<file path="src/rtl/mem_wb_stage_if.sv">
// rtl/mem_wb_stage_if.sv - EX/MEM-side inputs and MEM/WB-side outputs of the memory stage
//
// Bundles every non-clock, non-reset signal of mem_wb_stage.
//   master : upstream pipeline / environment (drives EX_MEM_*, optional stall)
//   slave  : mem_wb_stage itself (drives mem_fwd_* and MEM_WB_*)
// Optional feature macro: MEM_WB_STALL_EN adds the stall signal.
interface mem_wb_stage_if;
    logic [7:0]  EX_MEM_alu_out;
    logic [7:0]  EX_MEM_B;
    logic [7:0]  EX_MEM_shift_out;
    logic        EX_MEM_mem_write;
    logic        EX_MEM_reg_write;
    logic [18:0] EX_MEM_instruction;
    logic [1:0]  EX_MEM_reg_write_mux;
`ifdef MEM_WB_STALL_EN
    logic        stall;
`endif
    logic [7:0]  mem_fwd_data;
    logic [2:0]  mem_fwd_rd;
    logic        mem_fwd_valid;
    logic [7:0]  MEM_WB_data;
    logic [2:0]  MEM_WB_rd;
    logic        MEM_WB_reg_write;
    logic [18:0] MEM_WB_instruction;

    modport master (
        output EX_MEM_alu_out, EX_MEM_B, EX_MEM_shift_out, EX_MEM_mem_write,
               EX_MEM_reg_write, EX_MEM_instruction, EX_MEM_reg_write_mux,
`ifdef MEM_WB_STALL_EN
        output stall,
`endif
        input  mem_fwd_data, mem_fwd_rd, mem_fwd_valid,
               MEM_WB_data, MEM_WB_rd, MEM_WB_reg_write, MEM_WB_instruction
    );

    modport slave (
        input  EX_MEM_alu_out, EX_MEM_B, EX_MEM_shift_out, EX_MEM_mem_write,
               EX_MEM_reg_write, EX_MEM_instruction, EX_MEM_reg_write_mux,
`ifdef MEM_WB_STALL_EN
        input  stall,
`endif
        output mem_fwd_data, mem_fwd_rd, mem_fwd_valid,
               MEM_WB_data, MEM_WB_rd, MEM_WB_reg_write, MEM_WB_instruction
    );
endinterface

</file>
<file path="src/rtl/mem_wb_stage.sv">
// rtl/mem_wb_stage.sv - MEM stage: data memory, write-back select, MEM/WB register
//
// Ports:
//   clk   : rising-edge clock
//   reset : asynchronous active-low reset; clears MEM/WB register and all memory
//   bus   : mem_wb_stage_if.slave
//           in : EX_MEM_alu_out (result / address), EX_MEM_B (store data),
//                EX_MEM_shift_out, EX_MEM_mem_write, EX_MEM_reg_write,
//                EX_MEM_instruction, EX_MEM_reg_write_mux, [stall]
//           out: mem_fwd_data/rd/valid (combinational, for forwarding),
//                MEM_WB_data/rd/reg_write/instruction (registered)
// Parameters: DMEM_DEPTH (memory entries), RD_MSB (top bit of 3-bit rd field)
// Optional feature macro: MEM_WB_STALL_EN (stall holds MEM/WB and blocks stores).
module mem_wb_stage #(
    parameter int DMEM_DEPTH = 256,
    parameter int RD_MSB     = 13
) (
    input  logic           clk,
    input  logic           reset,
    mem_wb_stage_if.slave  bus
);
    localparam int AW = (DMEM_DEPTH > 1) ? $clog2(DMEM_DEPTH) : 1;

    logic [7:0]    r_dmem [DMEM_DEPTH];
    logic [7:0]    r_wb_data;
    logic [2:0]    r_wb_rd;
    logic          r_wb_reg_write;
    logic [18:0]   r_wb_instruction;

    logic [AW-1:0] w_addr;
    logic [7:0]    w_rdata;
    logic [7:0]    w_wb_value;
    logic [2:0]    w_rd;
    logic          w_capture;
    logic          w_store;

    // Modulo keeps non-power-of-two depths addressable without aliasing out of range.
    assign w_addr = AW'({24'd0, bus.EX_MEM_alu_out} % 32'(DMEM_DEPTH));

    // Asynchronous read: a same-cycle store is not yet written, so old data is returned.
    assign w_rdata = r_dmem[w_addr];
    assign w_rd    = bus.EX_MEM_instruction[RD_MSB -: 3];

`ifdef MEM_WB_STALL_EN
    assign w_capture = ~bus.stall;
`else
    assign w_capture = 1'b1;
`endif
    assign w_store = bus.EX_MEM_mem_write & w_capture;

    always_comb begin
        w_wb_value = bus.EX_MEM_alu_out;
        unique case (bus.EX_MEM_reg_write_mux)
            2'b00: w_wb_value = bus.EX_MEM_alu_out;
            2'b01: w_wb_value = w_rdata;
            2'b10: w_wb_value = bus.EX_MEM_shift_out;
            2'b11: w_wb_value = bus.EX_MEM_instruction[7:0];
            default: w_wb_value = bus.EX_MEM_alu_out;
        endcase
    end

    assign bus.mem_fwd_data  = w_wb_value;
    assign bus.mem_fwd_rd    = w_rd;
    assign bus.mem_fwd_valid = bus.EX_MEM_reg_write;

    // Whole memory is cleared by reset, so a store racing a reset is simply lost.
    always_ff @(posedge clk or negedge reset) begin
        if (!reset) begin
            for (int i = 0; i < DMEM_DEPTH; i++) begin
                r_dmem[i] <= 8'h00;
            end
        end else if (w_store) begin
            r_dmem[w_addr] <= bus.EX_MEM_B;
        end
    end

    always_ff @(posedge clk or negedge reset) begin
        if (!reset) begin
            r_wb_data        <= 8'h00;
            r_wb_rd          <= 3'd0;
            r_wb_reg_write   <= 1'b0;
            r_wb_instruction <= 19'd0;
        end else if (w_capture) begin
            r_wb_data        <= w_wb_value;
            r_wb_rd          <= w_rd;
            r_wb_reg_write   <= bus.EX_MEM_reg_write;
            r_wb_instruction <= bus.EX_MEM_instruction;
        end
    end

    assign bus.MEM_WB_data        = r_wb_data;
    assign bus.MEM_WB_rd          = r_wb_rd;
    assign bus.MEM_WB_reg_write   = r_wb_reg_write;
    assign bus.MEM_WB_instruction = r_wb_instruction;
endmodule
</file>
<file path="src/flat_wrapper.sv">
// flat-port wrapper written by rule: the top's interface ports become plain ports
module mem_wb_stage_flat 
#(
    parameter int DMEM_DEPTH = 256,
    parameter int RD_MSB     = 13
)
  (clk, reset, bus_EX_MEM_alu_out, bus_EX_MEM_B, bus_EX_MEM_shift_out, bus_EX_MEM_mem_write, bus_EX_MEM_reg_write, bus_EX_MEM_instruction, bus_EX_MEM_reg_write_mux, bus_mem_fwd_data, bus_mem_fwd_rd, bus_mem_fwd_valid, bus_MEM_WB_data, bus_MEM_WB_rd, bus_MEM_WB_reg_write, bus_MEM_WB_instruction);
  mem_wb_stage_if bus_i ();
  input  logic clk;
  input  logic reset;
  input wire logic [$bits(bus_i.EX_MEM_alu_out)-1:0] bus_EX_MEM_alu_out;
  input wire logic [$bits(bus_i.EX_MEM_B)-1:0] bus_EX_MEM_B;
  input wire logic [$bits(bus_i.EX_MEM_shift_out)-1:0] bus_EX_MEM_shift_out;
  input wire logic [$bits(bus_i.EX_MEM_mem_write)-1:0] bus_EX_MEM_mem_write;
  input wire logic [$bits(bus_i.EX_MEM_reg_write)-1:0] bus_EX_MEM_reg_write;
  input wire logic [$bits(bus_i.EX_MEM_instruction)-1:0] bus_EX_MEM_instruction;
  input wire logic [$bits(bus_i.EX_MEM_reg_write_mux)-1:0] bus_EX_MEM_reg_write_mux;
  output wire logic [$bits(bus_i.mem_fwd_data)-1:0] bus_mem_fwd_data;
  output wire logic [$bits(bus_i.mem_fwd_rd)-1:0] bus_mem_fwd_rd;
  output wire logic [$bits(bus_i.mem_fwd_valid)-1:0] bus_mem_fwd_valid;
  output wire logic [$bits(bus_i.MEM_WB_data)-1:0] bus_MEM_WB_data;
  output wire logic [$bits(bus_i.MEM_WB_rd)-1:0] bus_MEM_WB_rd;
  output wire logic [$bits(bus_i.MEM_WB_reg_write)-1:0] bus_MEM_WB_reg_write;
  output wire logic [$bits(bus_i.MEM_WB_instruction)-1:0] bus_MEM_WB_instruction;
  assign bus_i.EX_MEM_alu_out = bus_EX_MEM_alu_out;
  assign bus_i.EX_MEM_B = bus_EX_MEM_B;
  assign bus_i.EX_MEM_shift_out = bus_EX_MEM_shift_out;
  assign bus_i.EX_MEM_mem_write = bus_EX_MEM_mem_write;
  assign bus_i.EX_MEM_reg_write = bus_EX_MEM_reg_write;
  assign bus_i.EX_MEM_instruction = bus_EX_MEM_instruction;
  assign bus_i.EX_MEM_reg_write_mux = bus_EX_MEM_reg_write_mux;
  assign bus_mem_fwd_data = bus_i.mem_fwd_data;
  assign bus_mem_fwd_rd = bus_i.mem_fwd_rd;
  assign bus_mem_fwd_valid = bus_i.mem_fwd_valid;
  assign bus_MEM_WB_data = bus_i.MEM_WB_data;
  assign bus_MEM_WB_rd = bus_i.MEM_WB_rd;
  assign bus_MEM_WB_reg_write = bus_i.MEM_WB_reg_write;
  assign bus_MEM_WB_instruction = bus_i.MEM_WB_instruction;
  mem_wb_stage #(.DMEM_DEPTH(DMEM_DEPTH), .RD_MSB(RD_MSB)) u_core (.clk(clk), .reset(reset), .bus(bus_i));
endmodule
</file>
<file path="config.mk">
export PLATFORM = sky130hd
export DESIGN_NAME = mem_wb_stage_flat
export DESIGN_NICKNAME = d
export VERILOG_FILES = /design/src/rtl/mem_wb_stage_if.sv /design/src/rtl/mem_wb_stage.sv /design/src/flat_wrapper.sv
export SDC_FILE = /design/constraint.sdc
export NUM_CORES = 2
export LEC_CHECK = 0
export BUFFER_PORTS_ARGS = -buffer_cell sky130_fd_sc_hd__buf_4
export CORE_MARGIN = 1.5
export CORE_UTILIZATION = 42
export CTS_BUF_LIST = sky130_fd_sc_hd__clkbuf_8
export DETAILED_ROUTE_END_ITERATION = 10
export GPL_ROUTABILITY_DRIVEN = 1
export SLEW_MARGIN = 20
export SYNTH_ARGS = -nofsm -noshare
export SYNTH_HDL_FRONTEND = slang
export SYNTH_SLANG_ARGS = --single-unit
</file>
<file path="constraint.sdc">
create_clock -name clk -period 6.75 [get_ports clk]
set_clock_uncertainty 0.2 [all_clocks]
set_input_delay 0.3375 -clock clk [delete_from_list [all_inputs] [get_ports clk]]
set_output_delay 0.3375 -clock clk [all_outputs]
set_load 0.05 [all_outputs]
</file>
==> Word level (Yosys, flattened, before mapping) <==
Index checks and enable logic that the tools add are counted.
{ "classes": {"n_reduce_logical": 2, "bitwise_logic": 1, "n_mux": 7, "div_mod_pow": 0, "shift": 0, "eq_ne": 3, "n_mul": 0, "addsub": 0, "order_cmp": 2} }
{ "ops": {"columns": ["operator", "n"], "rows": [
  ["2048-bit bitwise mux", 1],
  ["8-bit binary-select mux with 8-bit select", 1],
  ["8-bit demux with 8-bit select", 1],
  ["8-bit case mux with 4 select lines", 1],
  ["8-bit two-way mux", 3],
  ["9-bit >= comparator, second input constant", 1],
  ["9-bit by 1-bit less-than comparator with 1-bit output, second input constant", 1],
  ["8-bit NOT with 9-bit output", 1],
  ["2-bit equality test, second input constant", 2],
  ["2-bit by 1-bit equality test with 1-bit output, second input constant", 1],
  ["2-bit logical NOT", 1],
  ["1-bit logical AND", 1]
]} }
{ "totals": {"wordCells": 275, "reg_bits": 2079, "inputBits": 49, "latchBits": 0, "out_inout_bits": 43, "rom_bits": 0, "mem_bits_rw": 0, "mem_count": 0} }

==> Logic depth before layout (Yosys ltp) <==
{ "depth": {"depth_word": 6, "ltp_mapped": 11} }

==> Worst setup path after synthesis <==
No wires, ideal clock.
{ "synth_timing": {"path_kind": "input port to output port", "start": "input bus_EX_MEM_alu_out[0]", "end": "output bus_mem_fwd_data[3]", "required_ns": 6.213, "arrival_ns": 2.761, "setup_slack_ns": 3.452, "path_buffers": 5, "cell_stages": 11, "cell_sequence": "buf_6 buf_4 buf_4 buf_4 nor2_1 buf_4 a22oi_1 nand3_1 a311oi_1 o22ai_1 a21oi_1"} }
{ "synth_between": {"elab_chain_len": 5} }
{ "synth_lines": {"columns": ["element", "line_no", "rtl"], "rows": [
  ["start, declared", "flat_wrapper.sv:11", "input wire logic [$bits(bus_i.EX_MEM_alu_out)-1:0] bus_EX_MEM_alu_out;"],
  ["8-bit NOT with 9-bit output (implied by the code)", "mem_wb_stage.sv:41", "assign w_rdata = r_dmem[w_addr];"],
  ["8-bit binary-select mux with 8-bit select", "mem_wb_stage.sv:41", null],
  ["8-bit two-way mux (implied by the code) (2 in series)", "mem_wb_stage.sv:41", null],
  ["8-bit case mux with 4 select lines", "mem_wb_stage.sv:53", "unique case (bus.EX_MEM_reg_write_mux)"],
  ["end, declared", "flat_wrapper.sv:18", "output wire logic [$bits(bus_i.mem_fwd_data)-1:0] bus_mem_fwd_data;"]
]} }
No other way between the ends. The select of a mux whose other input is x is not followed.

==> Final worst setup path <==
{ "layout_timing": {"start": "input bus_EX_MEM_alu_out[3]", "end": "output bus_mem_fwd_data[1]"} }
The elaborated chain is that of the path after synthesis.

==> results.tsv <==
metric	value	unit
GR Util All Layers	23.34	%
Setup crit start kind	primary input	
Final min period	5.386	ns
DR pass1 iterations	6	
Reg-to-Reg Start	u_core.r_dmem[1547]	
Antenna Nets Post-Route	0	
Worst Path Max Fanout	39	
worst-margin pin slew	1.149	ns
max_slew headroom	23.42	%
clock root cell	clkbuf_8	
CTS tree	done	
share of the synthesized area in the top cell type	54.98	%
vias in the first global route	58470	
FF-to-FF End	u_core.bus.MEM_WB_data[3]	
outcome	finished clean	
hold path startpoint	bus_EX_MEM_alu_out[7]	
dominant synthesized flop cell	dfrtp_1	
initial core utilization	42.38	%
Setup Viol. Count Final	0	
chip height	477.3	um
clock buffer depth	4	
share of cells above drive strength 1	53.06	%
classification of the worst-slack hold path	in2reg	
Worst R2R Setup Slack	3.02	ns
dominant cell type by area after synthesis	dfrtp_1	
Net count, final	6300	
number of flops mapped to enable cells by yosys	0	
Min-Delay Path Depth	4	
setup TNS	0	ns
Port Buffer Count	91	
power density cells	256.1	nW/um^2
Worst-Skew Late Latency	1.09	ns
Critical Path Source	bus_EX_MEM_alu_out[3]	
part of the Yosys area used for sequential elements	54.98	%
pin count of the biggest net entering global routing	183	
Num CTS Buffers	376	
synth top area cells	dfrtp_1, mux2_2, mux4_2	
clock sink count	2076	
initial antenna violation count	7	
count of cell types in the netlist	51	
total number of vias	55370	
unrepaired setup endpoints after global routing	false	
critical path data required time	6.21	ns
Worst VDD drop	0.0001582	V
via/cell ratio	5.839	
H-tree depth	5	
Worst Path Arrival	4.85	ns
area of the core	223000	sq um
CTS resizes	0	
Synth Register Bits	2076	
leakage	50.18	nW
mapped cell area	94490	sq um
# rows	173	
Routed Wire Length	265300	um
Final Hold Fails	0	
Worst R2R Path Depth	7	
final total power	27.16	mW
Area Growth Syn to Fin	12.24	%
total of max-cap violations	0	
critical path type	in2out	
share of flip-flops with an asynchronous set or reset	100.0	%
Cells after Synth	6082	
Detailed Place HPWL	162500	um
Ys Warns	0	
Die ar.	227800	sq um
Worst Hold End	u_core.r_dmem[2044]	
Final Cycle Share	79.79	%
syn_nets	6131	
Mapped Avg Cell Area	15.54	sq um
Pins Over Slew Limit	0	
Final Wtd Congestion	0.8479	
num ports	92	
grt total ovfl	0	
Clk pin slew, worst setup/hold paths	0.07	ns
critical path endpoint category	output port	
Avg WL per Cell	27.98	um
first-pass GRT wire length	400800	um
DR iter-0 viols	4218	
Die X-Extent	477.3	um
DRC violations left	0	
fmax	185.7	MHz
## area by class of cell
cell class                 count  area (sq um)
clock buffer                 457          6290
multi-input combinational   3527         40520
inverter                       1         3.754
sequential                  2076         51950
antenna                        6         15.01
tap                         2975          3722
fill                       19350        116900
timing repair buffer         269          2696
clock inverter               172         858.3
## worst max path at each step
stage	end
2_1_floorplan	bus_mem_fwd_data[3]
3_3_place_gp	bus_mem_fwd_data[1]
3_5_place_dp	bus_mem_fwd_data[1]
4_1_cts	bus_mem_fwd_data[1]
5_1_grt	bus_mem_fwd_data[1]
6_report	bus_mem_fwd_data[1]
## cells in the mapped netlist (all sizes together), types with 3 or more instances
master,number
dfrtp,2076
mux2,2072
mux4,442
clkbuf,319
nor2,262
buf,159
mux2i,150
a22oi,112
nand2,111
o22ai,41
a22o,38
a21oi,31
o211ai,24
o21ai,24
nor2b,19
a211oi,18
o221ai,17
o22a,16
o31ai,16
a221oi,15
a31oi,15
nand3,14
nand4,10
or3,10
and4b,9
nor3,9
a311oi,8
nor4b,8
nand2b,7
and2,5
and3b,3
nand3b,3
nor3b,3
nor4bb,3
## what timing repair did
action,4_1_cts,5_1_grt
setup buffers,0,0
hold endpoints to repair,1688,0
hold buffers,67,0
## critical path, cell delays in order
cell and delay (ns):
dlygate4sd3_1 0.55, buf_6 0.38, buf_4 0.48, buf_4 0.56
mux4_2 0.39, a22oi_1 0.41, a31oi_1 0.29, nor4b_1 0.61
a21oi_1 0.40, buf_4 0.31
## logic make-up after synthesis
| group | Yosys count | synth area share (%) |
|---|---|---|
| multiplexers | 2664 | 36.82 |
| buffers and inverters | 479 | 2.251 |
| AO/OA/AOI/OAI | 376 | 2.893 |
| AND/OR/NAND/NOR | 487 | 3.059 |
| flip-flops | 2076 | 54.98 |
## cell usage in the layout (no fill, tap or decap), types with 41 or more instances in the layout
cell           count
dfrtp_1         2076
mux2_2          2072
clkbuf_8         457
mux4_2           442
buf_4            158
mux2i_1          150
nor2_2           146
inv_1            120
a22oi_1          112
nand2_1           95
nor2_1            71
dlygate4sd3_1     66
nor2_4            45
o22ai_1           41
## state kept, by name, summed over array words and instances (netlist names)
name,flops
u_core.bus.MEM_WB_data,8
u_core.r_dmem,2048
u_core.bus.MEM_WB_rd,2
u_core.bus.MEM_WB_reg_write,1
u_core.bus.MEM_WB_instruction,17
## power breakdown
group	switching [mW]	internal [mW]	total, mW
sequential	0.296	13.0	13.3
combinational	1.35	0.990	2.34
clock	5.25	6.22	11.5
total	6.90	20.3	27.2
## metrics by stage
| step | cell area (sq um) | utilization [%] | hold WS (ns) | worst slack, ns | instances |
|---|---|---|---|---|---|
| 2_1_floorplan | 94490 | - | -0.1581 | 3.452 | 6082 |
| 3_3_place_gp | 98140 | 44.02 | 0.07937 | 1.568 | 8778 |
| 3_5_place_dp | 98160 | 44.03 | 0.07928 | 1.672 | 8779 |
| 4_1_cts | 106000 | 47.54 | 0.01329 | 1.409 | 9475 |
| 5_1_grt | 106100 | 47.57 | 0.06631 | 1.371 | 9480 |
| 6_report | 106100 | 47.57 | 0.1417 | 1.364 | 9483 |
## layer usage
layer  track usage [%]  wire length (um)
met2             35.23            121000
met3             4.658             15910
met4             7.606              8157
met1             33.75            120200
met5                 0                13
(Power assumes the default switching activity.)
